File: src/rtl/ysyx_22051145_ctrl_if.sv
// Handshake bundle between the multi-cycle sequencer and the datapath/bus side.
// master = sequencer, slave = datapath / instruction bus / LSU.
interface ysyx_22051145_ctrl_if #(
   parameter int CNT_W = 64
);
   logic             if_req;
   logic             if_ready;
   logic             if_rvalid;
   logic             inst_we;
   logic             mem_op;
   logic             lsu_req;
   logic             lsu_done;
   logic             wb_en;
   logic             halt_req;
   logic             rf_we;
   logic             pc_we;
   logic [2:0]       state_o;
   logic             halted;
   logic             bus_err;
   logic [CNT_W-1:0] retired;

   modport master (
      output if_req, inst_we, lsu_req, rf_we, pc_we, state_o, halted, bus_err, retired,
      input  if_ready, if_rvalid, mem_op, lsu_done, wb_en, halt_req
   );

   modport slave (
      input  if_req, inst_we, lsu_req, rf_we, pc_we, state_o, halted, bus_err, retired,
      output if_ready, if_rvalid, mem_op, lsu_done, wb_en, halt_req
   );
endinterface

File: src/rtl/ysyx_22051145_ctrl.sv
// Multi-cycle instruction sequencer: FETCH/WAIT_I/DECODE/EXEC/MEM/WB with a bus
// watchdog, EBREAK halt and retired-instruction counter.
module ysyx_22051145_ctrl #(
   parameter int TIMEOUT = 255,
   parameter int CNT_W   = 64
) (
   input logic                   clk,
   input logic                   rst,
   ysyx_22051145_ctrl_if.master  bus
);
   typedef enum logic [2:0] {
      S_FETCH  = 3'd0,
      S_WAIT_I = 3'd1,
      S_DECODE = 3'd2,
      S_EXEC   = 3'd3,
      S_MEM    = 3'd4,
      S_WB     = 3'd5,
      S_HALT   = 3'd6,
      S_ERROR  = 3'd7
   } state_t;

   // Watchdog counts 0..TIMEOUT-1; reaching TIMEOUT is the expiry step itself.
   localparam int             WD_W    = (TIMEOUT < 2) ? 1 : $clog2(TIMEOUT);
   localparam logic [WD_W-1:0] WD_LAST = WD_W'(TIMEOUT - 1);

   state_t           state_q;
   logic [WD_W-1:0]  wd_q;
   logic [CNT_W-1:0] retired_q;
   logic             halted_q;
   logic             bus_err_q;

   always_ff @(posedge clk) begin
      if (!rst) begin
         state_q   <= S_FETCH;
         wd_q      <= '0;
         retired_q <= '0;
         halted_q  <= 1'b0;
         bus_err_q <= 1'b0;
      end else begin
         case (state_q)
            S_FETCH: begin
               if (bus.if_ready) begin
                  state_q <= bus.if_rvalid ? S_DECODE : S_WAIT_I;
                  wd_q    <= '0;
               end
            end
            S_WAIT_I: begin
               if (bus.if_rvalid) begin
                  state_q <= S_DECODE;
               end else if (wd_q == WD_LAST) begin
                  state_q   <= S_ERROR;
                  bus_err_q <= 1'b1;
               end else begin
                  wd_q <= wd_q + WD_W'(1);
               end
            end
            S_DECODE: state_q <= S_EXEC;
            S_EXEC: begin
               if (bus.mem_op) begin
                  state_q <= S_MEM;
                  wd_q    <= '0;
               end else begin
                  state_q <= S_WB;
               end
            end
            S_MEM: begin
               if (bus.lsu_done) begin
                  state_q <= S_WB;
               end else if (wd_q == WD_LAST) begin
                  state_q   <= S_ERROR;
                  bus_err_q <= 1'b1;
               end else begin
                  wd_q <= wd_q + WD_W'(1);
               end
            end
            S_WB: begin
               retired_q <= retired_q + CNT_W'(1);
               if (bus.halt_req) begin
                  state_q  <= S_HALT;
                  halted_q <= 1'b1;
               end else begin
                  state_q <= S_FETCH;
               end
            end
            S_HALT, S_ERROR: ;
         endcase
      end
   end

   // Strobes react to same-cycle handshakes, so they are decoded from the state;
   // gating with rst keeps a reset cycle from firing anything.
   assign bus.if_req  = rst && (state_q == S_FETCH);
   assign bus.inst_we = rst && (((state_q == S_FETCH) && bus.if_ready && bus.if_rvalid) ||
                                ((state_q == S_WAIT_I) && bus.if_rvalid));
   assign bus.lsu_req = rst && (state_q == S_MEM);
   assign bus.rf_we   = rst && (state_q == S_WB) && bus.wb_en;
   assign bus.pc_we   = rst && (state_q == S_WB);
   assign bus.state_o = state_q;
   assign bus.halted  = halted_q;
   assign bus.bus_err = bus_err_q;
   assign bus.retired = retired_q;
endmodule
File: src/flat_wrapper.sv
// flat-port wrapper written by rule: the top's interface ports become plain ports
module ysyx_22051145_ctrl_flat 
#(
   parameter int TIMEOUT = 255,
   parameter int CNT_W   = 64
)
  (clk, rst, bus_if_req, bus_inst_we, bus_lsu_req, bus_rf_we, bus_pc_we, bus_state_o, bus_halted, bus_bus_err, bus_retired, bus_if_ready, bus_if_rvalid, bus_mem_op, bus_lsu_done, bus_wb_en, bus_halt_req);
  ysyx_22051145_ctrl_if #(.CNT_W(CNT_W)) bus_i ();
  input logic clk;
  input logic rst;
  output wire logic [$bits(bus_i.if_req)-1:0] bus_if_req;
  output wire logic [$bits(bus_i.inst_we)-1:0] bus_inst_we;
  output wire logic [$bits(bus_i.lsu_req)-1:0] bus_lsu_req;
  output wire logic [$bits(bus_i.rf_we)-1:0] bus_rf_we;
  output wire logic [$bits(bus_i.pc_we)-1:0] bus_pc_we;
  output wire logic [$bits(bus_i.state_o)-1:0] bus_state_o;
  output wire logic [$bits(bus_i.halted)-1:0] bus_halted;
  output wire logic [$bits(bus_i.bus_err)-1:0] bus_bus_err;
  output wire logic [$bits(bus_i.retired)-1:0] bus_retired;
  input wire logic [$bits(bus_i.if_ready)-1:0] bus_if_ready;
  input wire logic [$bits(bus_i.if_rvalid)-1:0] bus_if_rvalid;
  input wire logic [$bits(bus_i.mem_op)-1:0] bus_mem_op;
  input wire logic [$bits(bus_i.lsu_done)-1:0] bus_lsu_done;
  input wire logic [$bits(bus_i.wb_en)-1:0] bus_wb_en;
  input wire logic [$bits(bus_i.halt_req)-1:0] bus_halt_req;
  assign bus_if_req = bus_i.if_req;
  assign bus_inst_we = bus_i.inst_we;
  assign bus_lsu_req = bus_i.lsu_req;
  assign bus_rf_we = bus_i.rf_we;
  assign bus_pc_we = bus_i.pc_we;
  assign bus_state_o = bus_i.state_o;
  assign bus_halted = bus_i.halted;
  assign bus_bus_err = bus_i.bus_err;
  assign bus_retired = bus_i.retired;
  assign bus_i.if_ready = bus_if_ready;
  assign bus_i.if_rvalid = bus_if_rvalid;
  assign bus_i.mem_op = bus_mem_op;
  assign bus_i.lsu_done = bus_lsu_done;
  assign bus_i.wb_en = bus_wb_en;
  assign bus_i.halt_req = bus_halt_req;
  ysyx_22051145_ctrl #(.TIMEOUT(TIMEOUT), .CNT_W(CNT_W)) u_core (.clk(clk), .rst(rst), .bus(bus_i));
endmodule
File: config.mk
export PLATFORM = sky130hd
export DESIGN_NAME = ysyx_22051145_ctrl_flat
export DESIGN_NICKNAME = d
export VERILOG_FILES = /design/src/rtl/ysyx_22051145_ctrl_if.sv /design/src/rtl/ysyx_22051145_ctrl.sv /design/src/flat_wrapper.sv
export SDC_FILE = /design/constraint.sdc
export NUM_CORES = 1
export LEC_CHECK = 0
export ABC_AREA = 1
export CAP_MARGIN = 20
export CELL_PAD_IN_SITES_DETAIL_PLACEMENT = 1
export CELL_PAD_IN_SITES_GLOBAL_PLACEMENT = 1
export CORE_ASPECT_RATIO = 1.25
export CORE_MARGIN = 2
export CORE_UTILIZATION = 33
export DETAILED_ROUTE_END_ITERATION = 10
export PLACE_DENSITY_LB_ADDON = 0.05
export SYNTH_ARGS = -nofsm -noshare
export SYNTH_HDL_FRONTEND = slang
export SYNTH_SLANG_ARGS = --single-unit
File: constraint.sdc
create_clock -name clk -period 1.7 [get_ports clk]
set_clock_uncertainty 0.15 [all_clocks]
set_input_delay 0.255 -clock clk [delete_from_list [all_inputs] [get_ports clk]]
set_output_delay 0.255 -clock clk [all_outputs]
set_load 0.05 [all_outputs]
Word-level counts from Yosys, hierarchy flattened
Index checks and enable logic that the tools add are counted.
W data, S select, Z words.
Cells by class
  $add $sub $neg: 2
  eq/ne operators: 10
  reductions and logical operators: 17
  mux-type cells: 18
Operator list (number)
  $add A64 B1 Y64 const B: 1
  $mux W8: 5
  $pmux W8 S4: 1
  $pmux W3 S6: 1
  $mux W3: 5
  $add A8 B1 Y8 const B: 1
  $eq A8 B8 Y1 const B: 1
  $logic_and A1 B1 Y1: 8
  $ne A2 B2 Y1 const B: 4
  $eq A3 B2 Y1 const B: 2
  $eq A3 B3 Y1 const B: 2
  $reduce_bool A6 Y1: 1
  $reduce_and A5 Y1: 1
  $mux W1: 4
  $reduce_and A2 Y1: 2
  $reduce_bool A4 Y1: 1
  $eq A3 B1 Y1 const B: 1
  $logic_not A3 Y1: 1
  $reduce_and A3 Y1: 1
  $mux W2: 1
  $pmux W1 S2: 1
  $reduce_bool A2 Y1: 1
  $logic_or A1 B1 Y1: 1
Storage, ports and cells
  output and inout bits: 74
  input port bits: 8
  flip-flop bits (word level): 77
  word-level logic and storage cells: 52

Logic depth before layout (Yosys ltp)
  word-level depth: 5
  mapped depth: 11
  gate-level depth less buffers: 11

Worst setup path after synthesis
Ideal clock, no wire load.
  path type: flip-flop to output port
  start: reg u_core.state_q[2], in the netlist u_core.bus.state_o[2]
  end: out bus_inst_we
  arrival: 1.755 ns
  stages on the path, launching flop included: 5
  path slack: -0.460 ns
  data required time: 1.295 ns
  cell sequence: dfxtp_1 -> buf_4 -> nor2_2 -> nand3_1 -> a21oi_1
On the way
  cells in the longest elaborated chain, start to end: 5
  elaborated cells on any way between the ends: 7
  classes of those cells: eq/ne: 1; reduce/logical: 6
RTL lines
  from (decl): RTL line ysyx_22051145_ctrl.sv:26  | state_t state_q;
  from (signal assigned): RTL line ysyx_22051145_ctrl.sv:43  | state_q <= bus.if_rvalid ? S_DECODE : S_WAIT_I;
  $logic_not A3 Y1: RTL line ysyx_22051145_ctrl.sv:93  | assign bus.inst_we = rst && (((state_q == S_FETCH) && bus.if_ready && bus.if_rvalid) ||
  $logic_and A1 B1 Y1 (2 in series): RTL line ysyx_22051145_ctrl.sv:93
  $logic_or A1 B1 Y1 (*): RTL line ysyx_22051145_ctrl.sv:93
  $logic_and A1 B1 Y1 (*): RTL line ysyx_22051145_ctrl.sv:93
  to (decl): RTL line flat_wrapper.sv:12  | output wire logic [$bits(bus_i.inst_we)-1:0] bus_inst_we;
Every way passes the cells marked *; elsewhere a longest branch is shown, timed or not.

Worst setup path in the final report
  start: reg u_core.state_q[0], in the netlist u_core.bus.state_o[0]
  end: out bus_inst_we
Same word-level chain as after synthesis.

==> summary.md <==
| Metric | Value |
|---|---|
| CP Class | flip-flop to output pin |
| WP data required | 1.29 ns |
| Synth area leader | dfxtp_1 |
| Die Span Y | 140 um |
| Final #Nets | ~1.0k |
| Final ANT Viol Nets | 0 |
| Tot Pwr | around 4600 uW |
| Die Area | 15700 um2 |
| Hold path cells | 1 |
| Post-DP HPWL | 15.9 mm |
| Synth area leaders | dfxtp_1 32%, nand2_1 17%, nor2_1 14% |
| Final wirelength | between 20 and 25 mm |
| Worst hold-check path type | flip-flop to flip-flop |
| Final worst setup slack | -0.162 ns |
| Worst slack, placed | -0.107 ns |
| DR iter-0 viols | roughly 210 |
| Initial Util | 33.7% |
| Longest Clk Path Bufs | 2 |
| Netlist Area Pre-Place | approximately 5000 um2 |
| Total number of vias | 6276 |
| Seq/Total Area, Yosys | a little under a third |
| Critical hold path startpoint | u_core.bus.retired[30]$_SDFFE_PN0N_ |
| Setup crit start kind | flip-flop |
| DRC viols | 0 |
| Number of global-route vias before repair | approximately 6.5k |
| Failing checks | negative setup slack |
| Port bufs | 81 |
| Fin crit share | 110% |
| Crit path time final | between 1.5 and 2 ns |
| Share of Yosys cell area claimed by the top area cell type | a little under a third |
| Boundary Pins | 82 |
| Async SR Flop Fraction | 0% |
| Synthesized area per cell | roughly 6.1 um2 |
| Clock tree from TritonCTS | yes |
| Slew margin rel. | between 70% and 80% |
| Skew-Pair Late Insertion Delay | about 0.36 ns |
| Post-Synthesis Cells | around 790 |
| # diodes | 0 |
| Synth cell count leaders | 221 x nand2_1, 182 x nor2_1, 94 x inv_1 |
| PwrDens | 539 nW/um2 |
| Hold Fails Final Rpt | 0 |
| First-pass GRT wire length | between 30 and 40 mm |
| RR Endpoint | u_core.wd_q[5]$_SDFFE_PN0P_ |
| Largest net degree at the start of global routing | 23 |
| P_leak | 0.00356 uW |
| Row count | 49 |
| Final setup fails | 50 |
| Ys Warns | 0 |
| Clk sink count | 77 |
| Routability Congestion | roughly 0.95 |
| Crit Path Max Fanout | 4 |
| #FFs+latches synth | 77 |
| Worst vdd ir | ~430 uV |
| Most used DFF post-synth | dfxtp_1 |
| Slew Limit Fails | 0 |
| Max capacitance violation total | 0 |
| CTS Hold Bufs | 0 |
| Worst R2R Path Depth | 11 |
| Total gr overflow | 0 |
| Most frequent cell after synthesis | nand2_1 |
| Cell at the root of the clock tree | clkbuf_16 |
| Share of post-route cells with drive strength above 1 | approximately 48% |
| CP Capture Type | output pin |
| Tightest Pin Transition | about 0.35 ns |
| Flop2flop setup slack | -0.14 ns |
| Total track usage | between 20% and 30% |
| Reg-to-Reg Start | u_core.bus.state_o[1]$_SDFFE_PN0P_ |
| CP arrival | around 1.5 ns |
| DR WL/cell | approximately 19 um |
| Post-synth EDFFs | 0 |
| Hold EP | u_core.bus.retired[30]$_SDFFE_PN0N_ |
| Max Freq | ~0.54 GHz |
| Die Wd | 113 um |
| Core area | about 14000 um2 |
| Worst-path clk slew | 0.06 ns |
| RSZ-0062 raised after global routing | true |
| Routed vias/inst | roughly 5.1 |
| Status | finished with violations |
| Area Growth Syn to Fin | 77.2% |
| CTS Buf Count | 9 |
| CTS H-tree lvls | 3 |
| Initial antenna violation count | 0 |
| Synth Net Count | between 800 and 900 |
| DRT Pass-1 Iters | 6 |
| Post-synthesis cell type count | 36 |
| Setup_tns | -3.05 ns |
layout by cell type (no fill, tap or decap), types with 8 or more instances in the layout:
| cell type | instances |
|---|---|
| nand2_2 | 37 |
| dfxtp_4 | 26 |
| xor2_1 | 8 |
| nor2_2 | 41 |
| nand2_4 | 10 |
| nand3_1 | 22 |
| clkbuf_16 | 10 |
| buf_4 | 171 |
| o21ai_0 | 12 |
| dfxtp_1 | 13 |
| nor2_4 | 36 |
| dfxtp_2 | 38 |
| nand3_4 | 13 |
| inv_1 | 87 |
| buf_12 | 41 |
| buf_6 | 20 |
| nand3_2 | 13 |
| nor2_1 | 124 |
| nand2_1 | 181 |
| a21oi_1 | 27 |
| nand4_1 | 25 |
routing by layer:
metal  global-route usage (%)  share of wire (%)  vias up
li1                         -                  -     2990
met4                     10.8                4.3        0
met5                        0                  0        -
met1                     29.1                 38     3066
met3                     3.44                3.4       60
met2                     49.7                 54      160
cells by family (layout without fill, tap and decap cells):
| group | after synthesis | in the layout | synth area share (%) |
|---|---|---|---|
| AND/OR/NAND/NOR | 527 | 527 | 49.0 |
| flip-flops | 77 | 77 | 31.7 |
| XOR/XNOR | 17 | 17 | 3.06 |
| AO/OA/AOI/OAI | 63 | 63 | 6.95 |
| adder cells (fa/ha/maj) | 3 | 3 | 0.772 |
| buffers and inverters | 107 | 354 | 8.50 |
how the worst max path moves through the flow:
stage                                              from                                   to  slack [ns]
floorplan            u_core.bus.state_o[0]$_SDFFE_PN0P_  u_core.bus.retired[62]$_SDFFE_PN0N_      0.0008
CTS                  u_core.bus.state_o[0]$_SDFFE_PN0P_                          bus_lsu_req       -0.15
detailed placement                                  rst  u_core.bus.retired[22]$_SDFFE_PN0N_       -0.11
finish               u_core.bus.state_o[0]$_SDFFE_PN0P_                          bus_inst_we       -0.16
global placement    u_core.bus.retired[26]$_SDFFE_PN0N_  u_core.bus.retired[59]$_SDFFE_PN0N_       -0.06
global route         u_core.bus.state_o[1]$_SDFFE_PN0P_          u_core.wd_q[0]$_SDFFE_PN0P_       -0.22
repair_timing:
item | CTS | global route
pin swaps | 24 | 60
buffers inserted | 17 | 30
setup endpoints to repair | 45 | 63
cloned | 0 | 0
gates resized for setup | 56 | 166
critical path: stages (launching register included):
cell        delay [ns]
dfxtp_4           0.39
buf_8             0.11
clkinvlp_4        0.13
buf_4             0.18
a21oi_4           0.14
buf_12            0.15
layout make-up:
type | instances | area, um2
fillers | 1794 | 5790
flip-flops and latches | 77 | 1690
multi-input cells | 610 | 3610
inverters | 96 | 367
repair buffers | 242 | 2440
clock inverters | 5 | 31.3
clock buffers | 11 | 254
well taps | 178 | 223
through the flow:
step	hold slack (ns)	util [%]	instance area (um2)	instances
4_1_cts	0.315	54.4	7840	1190
3_5_place_dp	0.304	50.0	7210	1157
3_3_place_gp	0.299	50.0	7210	1157
2_1_floorplan	0.320	-	5040	794
5_1_grt	0.334	59.8	8610	1219
6_report	0.320	59.8	8610	1219
power by group:
group | internal, uW | switching [uW] | leakage [uW]
clock | 1080 | 857 | 0.000145
sequential | 1790 | 31.2 | 0.000661
combinational | 364 | 520 | 0.00275
flip-flops by register name, summed over array words and instances (netlist names):
signal              cells
u_core.bus.retired     64
u_core.wd_q             8
u_core.bus.state_o      3
u_core.bus.bus_err      1
u_core.bus.halted       1
No activity file was read; power rests on OpenSTA's default activity.
